### config.mk
export PLATFORM = sky130hd
export DESIGN_NAME = ca_rule_sequencer
export DESIGN_NICKNAME = d
export VERILOG_FILES = /design/src/rtl/ca_rule_sequencer.sv
export SDC_FILE = /design/constraint.sdc
export NUM_CORES = 1
export LEC_CHECK = 0
export CAP_MARGIN = 0
export CELL_PAD_IN_SITES_DETAIL_PLACEMENT = 1
export CELL_PAD_IN_SITES_GLOBAL_PLACEMENT = 1
export CORE_AREA = 3 3 93 95
export CTS_CLUSTER_SIZE = 28
export DETAILED_ROUTE_END_ITERATION = 7
export DIE_AREA = 0 0 96 98
export PLACE_DENSITY_LB_ADDON = 0.1
export SYNTH_ARGS = -nofsm -noshare
export SYNTH_HDL_FRONTEND = slang
export SYNTH_SLANG_ARGS = --single-unit
### constraint.sdc
create_clock -name i_clk -period 4.3 [get_ports i_clk]
set_input_delay 0.86 -clock i_clk [delete_from_list [all_inputs] [get_ports i_clk]]
set_output_delay 0.86 -clock i_clk [all_outputs]
set_load 0.01 [all_outputs]
### src/rtl/ca_rule_sequencer.sv
// ca_rule_sequencer
// -----------------
// Cell-serial elementary cellular-automaton engine. One external combinational
// rule block (a 3-input Wolfram truth table) is time-shared across a ring of
// WIDTH cells. The engine evaluates one cell per cycle and builds the next
// generation without disturbing the current one. It repeats this for the
// requested number of generations and then pulses o_done.
//
// Ports
//   i_clk       rising-edge clock
//   i_rst       asynchronous, active-high reset
//   i_start     begin a run (sampled only in IDLE, ignored when i_abort=1)
//   i_abort     synchronous cancel from EVAL/DONE back to IDLE, no done pulse
//   i_seed      initial row, captured on an accepted start
//   i_steps     number of generations, captured on an accepted start
//   o_nbr       {left, center, right} neighbourhood driven to the rule block
//   i_rule_out  rule block result for o_nbr, sampled in the same cycle
//   o_row       current committed generation (bit i is cell i)
//   o_gen       generations completed in the current run (wraps mod 2^CNT_W)
//   o_busy      high whenever the FSM is not IDLE
//   o_done      one-cycle completion pulse
//   o_state     debug view of the FSM state (0 IDLE, 1 EVAL, 2 DONE)
//
// Handshake: the host raises i_start for one or more cycles while o_busy=0; the
// first such cycle with i_abort=0 is accepted. The run ends either with
// exactly one o_done cycle or, after i_abort, with o_busy falling and no done.

module ca_rule_sequencer #(
  parameter int WIDTH = 16,
  parameter int CNT_W = 8
) (
  input  logic             i_clk,
  input  logic             i_rst,
  input  logic             i_start,
  input  logic             i_abort,
  input  logic [WIDTH-1:0] i_seed,
  input  logic [CNT_W-1:0] i_steps,
  output logic [2:0]       o_nbr,
  input  logic             i_rule_out,
  output logic [WIDTH-1:0] o_row,
  output logic [CNT_W-1:0] o_gen,
  output logic             o_busy,
  output logic             o_done,
  output logic [1:0]       o_state
);

  localparam int IDX_W = (WIDTH > 1) ? $clog2(WIDTH) : 1;
  localparam logic [IDX_W-1:0] LAST_IDX = IDX_W'(WIDTH - 1);

  typedef enum logic [1:0] {
    S_IDLE = 2'd0,
    S_EVAL = 2'd1,
    S_DONE = 2'd2
  } state_t;

  state_t           r_state;
  state_t           w_state_nxt;
  logic [WIDTH-1:0] r_row;    // committed generation
  logic [WIDTH-1:0] r_next;   // next generation under construction
  logic [CNT_W-1:0] r_steps;
  logic [CNT_W-1:0] r_gen;
  logic [IDX_W-1:0] r_idx;

  logic [IDX_W-1:0] w_left_idx;
  logic [IDX_W-1:0] w_right_idx;
  logic [WIDTH-1:0] w_next_row;
  logic [CNT_W-1:0] w_gen_inc;
  logic             w_last;
  logic             w_accept;

  // Periodic neighbours: left is the higher index, right the lower one.
  assign w_left_idx  = (r_idx == LAST_IDX) ? '0 : r_idx + IDX_W'(1);
  assign w_right_idx = (r_idx == '0) ? LAST_IDX : r_idx - IDX_W'(1);
  assign w_last      = (r_idx == LAST_IDX);
  assign w_gen_inc   = r_gen + CNT_W'(1);
  assign w_accept    = i_start && !i_abort;

  // Partial next row with this cycle's result merged in, so the final cell of
  // a generation can be committed together with the rest on the same edge.
  always_comb begin
    w_next_row        = r_next;
    w_next_row[r_idx] = i_rule_out;
  end

  // State register
  always_ff @(posedge i_clk or posedge i_rst) begin
    if (i_rst) begin
      r_state <= S_IDLE;
    end else begin
      r_state <= w_state_nxt;
    end
  end

  // Next-state logic
  always_comb begin
    w_state_nxt = r_state;
    case (r_state)
      S_IDLE: begin
        if (w_accept) begin
          w_state_nxt = (i_steps == '0) ? S_DONE : S_EVAL;
        end
      end
      S_EVAL: begin
        if (i_abort) begin
          w_state_nxt = S_IDLE;
        end else if (w_last && (w_gen_inc == r_steps)) begin
          w_state_nxt = S_DONE;
        end
      end
      S_DONE: begin
        w_state_nxt = S_IDLE;
      end
      default: begin
        w_state_nxt = S_IDLE;
      end
    endcase
  end

  // Datapath
  always_ff @(posedge i_clk or posedge i_rst) begin
    if (i_rst) begin
      r_row   <= '0;
      r_next  <= '0;
      r_steps <= '0;
      r_gen   <= '0;
      r_idx   <= '0;
    end else begin
      case (r_state)
        S_IDLE: begin
          if (w_accept) begin
            r_row   <= i_seed;
            r_next  <= '0;
            r_steps <= i_steps;
            r_gen   <= '0;
            r_idx   <= '0;
          end
        end
        S_EVAL: begin
          // An abort leaves the last committed row and count untouched.
          if (!i_abort) begin
            r_next <= w_next_row;
            if (w_last) begin
              r_row <= w_next_row;
              r_gen <= w_gen_inc;
              r_idx <= '0;
            end else begin
              r_idx <= r_idx + IDX_W'(1);
            end
          end
        end
        default: begin
        end
      endcase
    end
  end

  // Outputs
  always_comb begin
    o_nbr = 3'b000;
    if (r_state == S_EVAL) begin
      o_nbr = {r_row[w_left_idx], r_row[r_idx], r_row[w_right_idx]};
    end
  end

  assign o_row   = r_row;
  assign o_gen   = r_gen;
  assign o_busy  = (r_state != S_IDLE);
  // An abort arriving in the DONE cycle suppresses the pulse.
  assign o_done  = (r_state == S_DONE) && !i_abort;
  assign o_state = r_state;

endmodule
==> results of run 1 <==
## cell families (layout without fill, tap and decap cells)
logic type / count (synthesis) / count (layout) / synth area share
compound gates: 123 / 123 / 0.201
simple gates: 114 / 114 / 0.153
flops: 54 / 54 / 0.401
buf+inv: 41 / 85 / 0.0568
mux: 29 / 29 / 0.135
xor+xnor: 13 / 13 / 0.0338
fa+ha+maj: 5 / 5 / 0.0186
## metrics by stage
step                total power [mW]  cells
detailed placement              1.21    517
global route                    1.60    525
global placement                1.19    517
finish                          1.50    525
floorplan                      0.983    379
CTS                             1.51    525
## state kept, by name (all words and copies together), names as in the netlist
name     count
o_state      2
r_steps      8
o_gen        8
o_row       16
r_next      16
r_idx        4
## area by class of cell
cell class / instances / area, um^2
Sequential cell: 54 / 1350
Tap cell: 102 / 128
Inverter: 9 / 33.8
Fill cell: 905 / 3700
Timing Repair Buffer: 68 / 658
Multi-Input combinational cell: 284 / 1840
Clock inverter: 3 / 23.8
Clock buffer: 5 / 68.8
## cell usage in the layout (no fill, tap or decap), types with 4 or more instances in the layout
cell type,n
clkdlybuf4s50_1,59
o21ai_0,58
dfrtp_1,54
nand2_1,53
a21oi_1,43
nor2_1,19
nand3_1,18
mux2i_1,10
xnor2_1,10
buf_4,9
inv_1,8
mux2_2,8
mux4_2,6
o31ai_1,5
mux4_1,5
ha_1,5
clkbuf_8,5
nor2b_1,4
nand2b_1,4
and2_1,4
## worst paths after layout
kind | slack, ns | to | cells after the start
setup / recovery | 0.33 | o_nbr[2] | 7
hold / removal | 0.50 | r_next[15]$_DFFE_PP0P_ | 2
setup reg to reg | 1.45 | o_gen[6]$_DFFE_PP0P_ | 6
hold reg to reg | 0.50 | r_next[15]$_DFFE_PP0P_ | 2
max in group asynchronous | 2.53 | o_row[4]$_DFFE_PP0P_ | 3
min in group asynchronous | 1.06 | r_next[5]$_DFFE_PP0P_ | 2
## power by group through the flow
stage | Clock, mW | Combinational (mW) | Sequential (mW)
2_1_floorplan | 0 | 0.330 | 0.654
3_3_place_gp | 0 | 0.522 | 0.666
3_5_place_dp | 0 | 0.538 | 0.670
4_1_cts | 0.310 | 0.540 | 0.660
5_1_grt | 0.336 | 0.589 | 0.674
6_report | 0.304 | 0.535 | 0.660
## per-layer routing
layer,track usage,vias up
li1,-,1430
met2,0.319,72
met3,0.0270,5
met4,0.0361,0
met5,0,-
met1,0.360,1499
## worst reg2reg max path: stages, from the launching register on
cell	delay [ns]
dfrtp_1	0.57
buf_4	0.24
ha_1	0.50
nand3_1	0.36
a21o_1	0.38
nand2b_1	0.33
o41ai_1	0.38
==> results.toml, run 1 <==
[logic_synthesis]
synth_top_area_frac = 0.401
synth_warnings = 0
synth_most_common_cell = "o21ai_0"
synthTopCellsByCount = "o21ai_0, dfrtp_1, nand2_1, a21oi_1, clkbuf_1"
synth_area_leaders = "dfrtp_1, o21ai_0, a21oi_1"
synthArstFlopShare = 1.00
ys_seq_elements = 54
synth_fp_nets = 413
syn_avg_cell_area_um2 = 8.89
yosysSeqAreaShare = 0.401
synthFlopType = "dfrtp_1"
synthCells = 379
synth_cell_types = 46
synthesis.area_um2 = 3370
synth_top_area_cell = "dfrtp_1"
synth-edff-count = 0

[die]
die_area_um2 = 9410
ios = 60
die_h_um = 98
core_area_um2 = 7810
num_rows = 32
die_w_um = 96
start_util = 0.432

[drt]
wl_per_cell_um = 18.8
route.met2.wl_mm = 4.41
wl_met1_mm = 4.95
dr_wl_met3_um = 462
drt-initial-drc-count = 175
vias = 3006
vias_per_cell = 5.73
drc_errors = 0
postRouteAntennaNets = 0
top_layer_used = "met4"
drt_first_pass_iters = 4
wl_mm = 9.88

[worst_setup_path]
critPathSlowestCell = "dfrtp_1"
setup.worst_path.end_class = "output port"
critPathArrivalTime_ns = 3.11
cp_top_family = "buffers and inverters"
crit_type = "register to output port"
critical_path.max_fanout = 14
crit_path_cell_trace = "buf_4 -> ha_1 -> xnor2_1 -> mux4_2 -> nor2b_1 -> a211oi_2 -> clkdlybuf4s50_1"
cp.required_ns = 3.44
critPathLaunchType = "register"
cp-startpoint = "r_idx[0]$_DFFE_PP0P_"
cpPeakStageDelay_ns = 0.57
cp_num_buf_inv = 2
r2r-start = "r_idx[0]$_DFFE_PP0P_"

[timing]
rsz0062_at_grt = "no"
whs_ns = 0.501
final-hold-violation-count = 0
fmax_ghz = 0.252
finalSetupTns_ns = 0
min_period_ns = 3.97
worst_pin_slew_ns = 1.03
setup_slack_ns = 0.326
final-setup-viol-count = 0
skew_ns = 0.00954
finalCritPeriodShare = 0.924
finalMaxSlewViolations = 0
slew_headroom = 0.310

[place]
place_hpwl_mm = 7.42
place_area_um2 = 4010
gp_congestion = 0.840
place_ws_ns = 0.664
portBuffers = 59

[power_and_ir_drop]
p_switching_mw = 0.524
p_clk_frac = 0.203
power_frac_seq = 0.440
power.internal_mw = 0.976
power.leakage_nw = 1.62
power_density_nw_per_um2 = 365
comb_power_share = 0.357
irDropWorstVdd_mv = 0.151
p_sw_frac = 0.349

[cts]
clk-insertion-delay-late_ns = 0.32
cts_resized = 0
cts_tree = "built"
clock-sinks = 54
cts_buffers = 5
htreeDepth = 2
post_cts_buffers = 0
root_buffer = "clkbuf_8"
cts_buffer_depth = 2
path_clk_slew_ns = 0.11
hold_buffers = 0

[outcome]
status = "finished clean"

[global_route]
grt_pass1_vias = 3017
grtUsageTotal = 0.222
antenna_found_initial = 0
grt_max_degree = 49
grt_pass1_wl_mm = 16.4
grt_remaining_overflow = 0

[worst_hold_path]
hold_class = "register to register"
min_from = "r_next[15]$_DFFE_PP0P_"

[finish]
fin_nets = 456
fin_area_um2 = 4100
final_core_util = 0.526
n_antenna_cell = 0
syn2layout_area_growth_pct = 21.8
drive_gt1_frac = 0.0922

[job]
drv_cap = 0
Power figures use the tool's default switching activity.
==> inputs of run 2 (changes only) <==
- CORE_AREA: 3 3 93 95 -> 10 10 100 102
- DIE_AREA: 0 0 96 98 -> 0 0 110 112
==> run 2 against run 1 <==
Against the previous run: die area grew 31%; fmax grew 3.4%; routed wire length grew 7.5%; worst hold slack gained 0.0076 ns; largest power group unchanged.
==> results.toml, run 2 (synthesis gave the netlist of run 1 again) <==
[outcome]
status = "finished clean"

[finish]
n_antenna_cell = 0
drive_gt1_frac = 0.0922
fin_area_um2 = 4130
final_common_cell = "clkdlybuf4s50_1"
fill_cells = 943
fin_cells = 528
fin_nets = 456
final_core_util = 0.513
final_cell_mix = "clkdlybuf4s50_1, o21ai_0, dfrtp_1"
syn2layout_area_growth_pct = 22.6

[worst_setup_path]
reg2reg_depth = 6
cp.required_ns = 3.44
critPathLaunchType = "register"
critical_path.max_fanout = 10
critPathArrivalTime_ns = 2.98
crit_type = "register to output port"
setup.worst_path.end_class = "output port"

[die]
core_area_um2 = 8050
start_util = 0.419
die_w_um = 110
num_rows = 33
die_h_um = 112
die_area_um2 = 12300
ios = 60

[timing]
finalCritPeriodShare = 0.894
worst_pin_slew_ns = 1.06
skew_ns = 0.0118
final-setup-viol-count = 0
final-hold-violation-count = 0
slew_headroom = 0.289
rsz0062_at_grt = "no"
finalSetupTns_ns = 0
fmax_ghz = 0.260
min_period_ns = 3.84
finalMaxSlewViolations = 0

[drt]
wl_mm = 10.6
drt_first_pass_iters = 4
postRouteAntennaNets = 0
vias_per_cell = 5.72
vias = 3021
drt-initial-drc-count = 140
drc_errors = 0
wl_per_cell_um = 20.1

[place]
gp_congestion = 0.874
dp_cells = 520
place_hpwl_mm = 8.05
place_area_um2 = 4020
portBuffers = 59

[global_route]
grt_pass1_wl_mm = 16.7
antenna_found_initial = 0
grt_max_degree = 50
grt_remaining_overflow = 0
grtUsageTotal = 0.170
grt_pass1_vias = 2934

[power_and_ir_drop]
power_density_nw_per_um2 = 380
power.leakage_nw = 1.64
irDropWorstVdd_mv = 0.149
total_power_mw = 1.57

[cts]
clock-sinks = 54
path_clk_slew_ns = 0.11
root_buffer = "clkbuf_8"
cts_buffers = 5
htreeDepth = 2
clk-insertion-delay-late_ns = 0.31
hold_buffers = 0
cts_tree = "built"
post_cts_buffers = 0
cts_buffer_depth = 2
cts_resized = 0

[job]
drv_cap = 0

[worst_hold_path]
whs_path_depth = 2
hold_class = "register to register"
-- run 2: routing by layer --
metal	up-vias	track usage	wire [um]
met5	-	0	0
met4	0	0.0321	91
met3	6	0.0306	570
met2	81	0.251	4770
met1	1502	0.251	5190
li1	1432	-	-
-- run 2: final cells by class --
type	count	area [um^2]	share of cell area
clock buffers	5	68.8	0.0167
flip-flops and latches	54	1350	0.327
repair buffers	68	658	0.159
multi-input cells	284	1840	0.445
inverters	9	33.8	0.00818
clock inverters	3	47.5	0.0115
well taps	105	131	0.0318
-- run 2: worst paths after layout --
path / from / to / slack, ns
max: r_idx[1]$_DFFE_PP0P_ / o_nbr[0] / 0.46
min: r_next[15]$_DFFE_PP0P_ / r_next[15]$_DFFE_PP0P_ / 0.51
max reg2reg: r_idx[0]$_DFFE_PP0P_ / o_gen[6]$_DFFE_PP0P_ / 1.75
min reg2reg: r_next[15]$_DFFE_PP0P_ / r_next[15]$_DFFE_PP0P_ / 0.51
max in group asynchronous: i_rst / o_row[6]$_DFFE_PP0P_ / 2.53
min in group asynchronous: i_rst / r_next[10]$_DFFE_PP0P_ / 1.02
-- run 2: per-stage QoR --
| stage | hold WS, ns | setup slack, ns |
|---|---|---|
| 2_1_floorplan | 0.450 | 1.49 |
| 3_3_place_gp | 0.463 | 0.948 |
| 3_5_place_dp | 0.483 | 0.823 |
| 4_1_cts | 0.507 | 0.455 |
| 5_1_grt | 0.535 | 0.251 |
| 6_report | 0.509 | 0.457 |
-- run 2: critical path, stage by stage, from the launching register on --
cell	delay, ns
dfrtp_1	0.50
inv_1	0.15
ha_1	0.41
xor2_1	0.33
mux4_2	0.34
mux2_2	0.27
nor2_1	0.11
a211oi_1	0.06
clkdlybuf4s50_1	0.49
-- run 2: power by group --
group          leakage (nW)  switching (mW)  internal [mW]
clock                0.0587           0.187          0.177
combinational         0.870           0.260          0.287
sequential            0.712          0.0889          0.571
total                  1.64           0.536           1.04
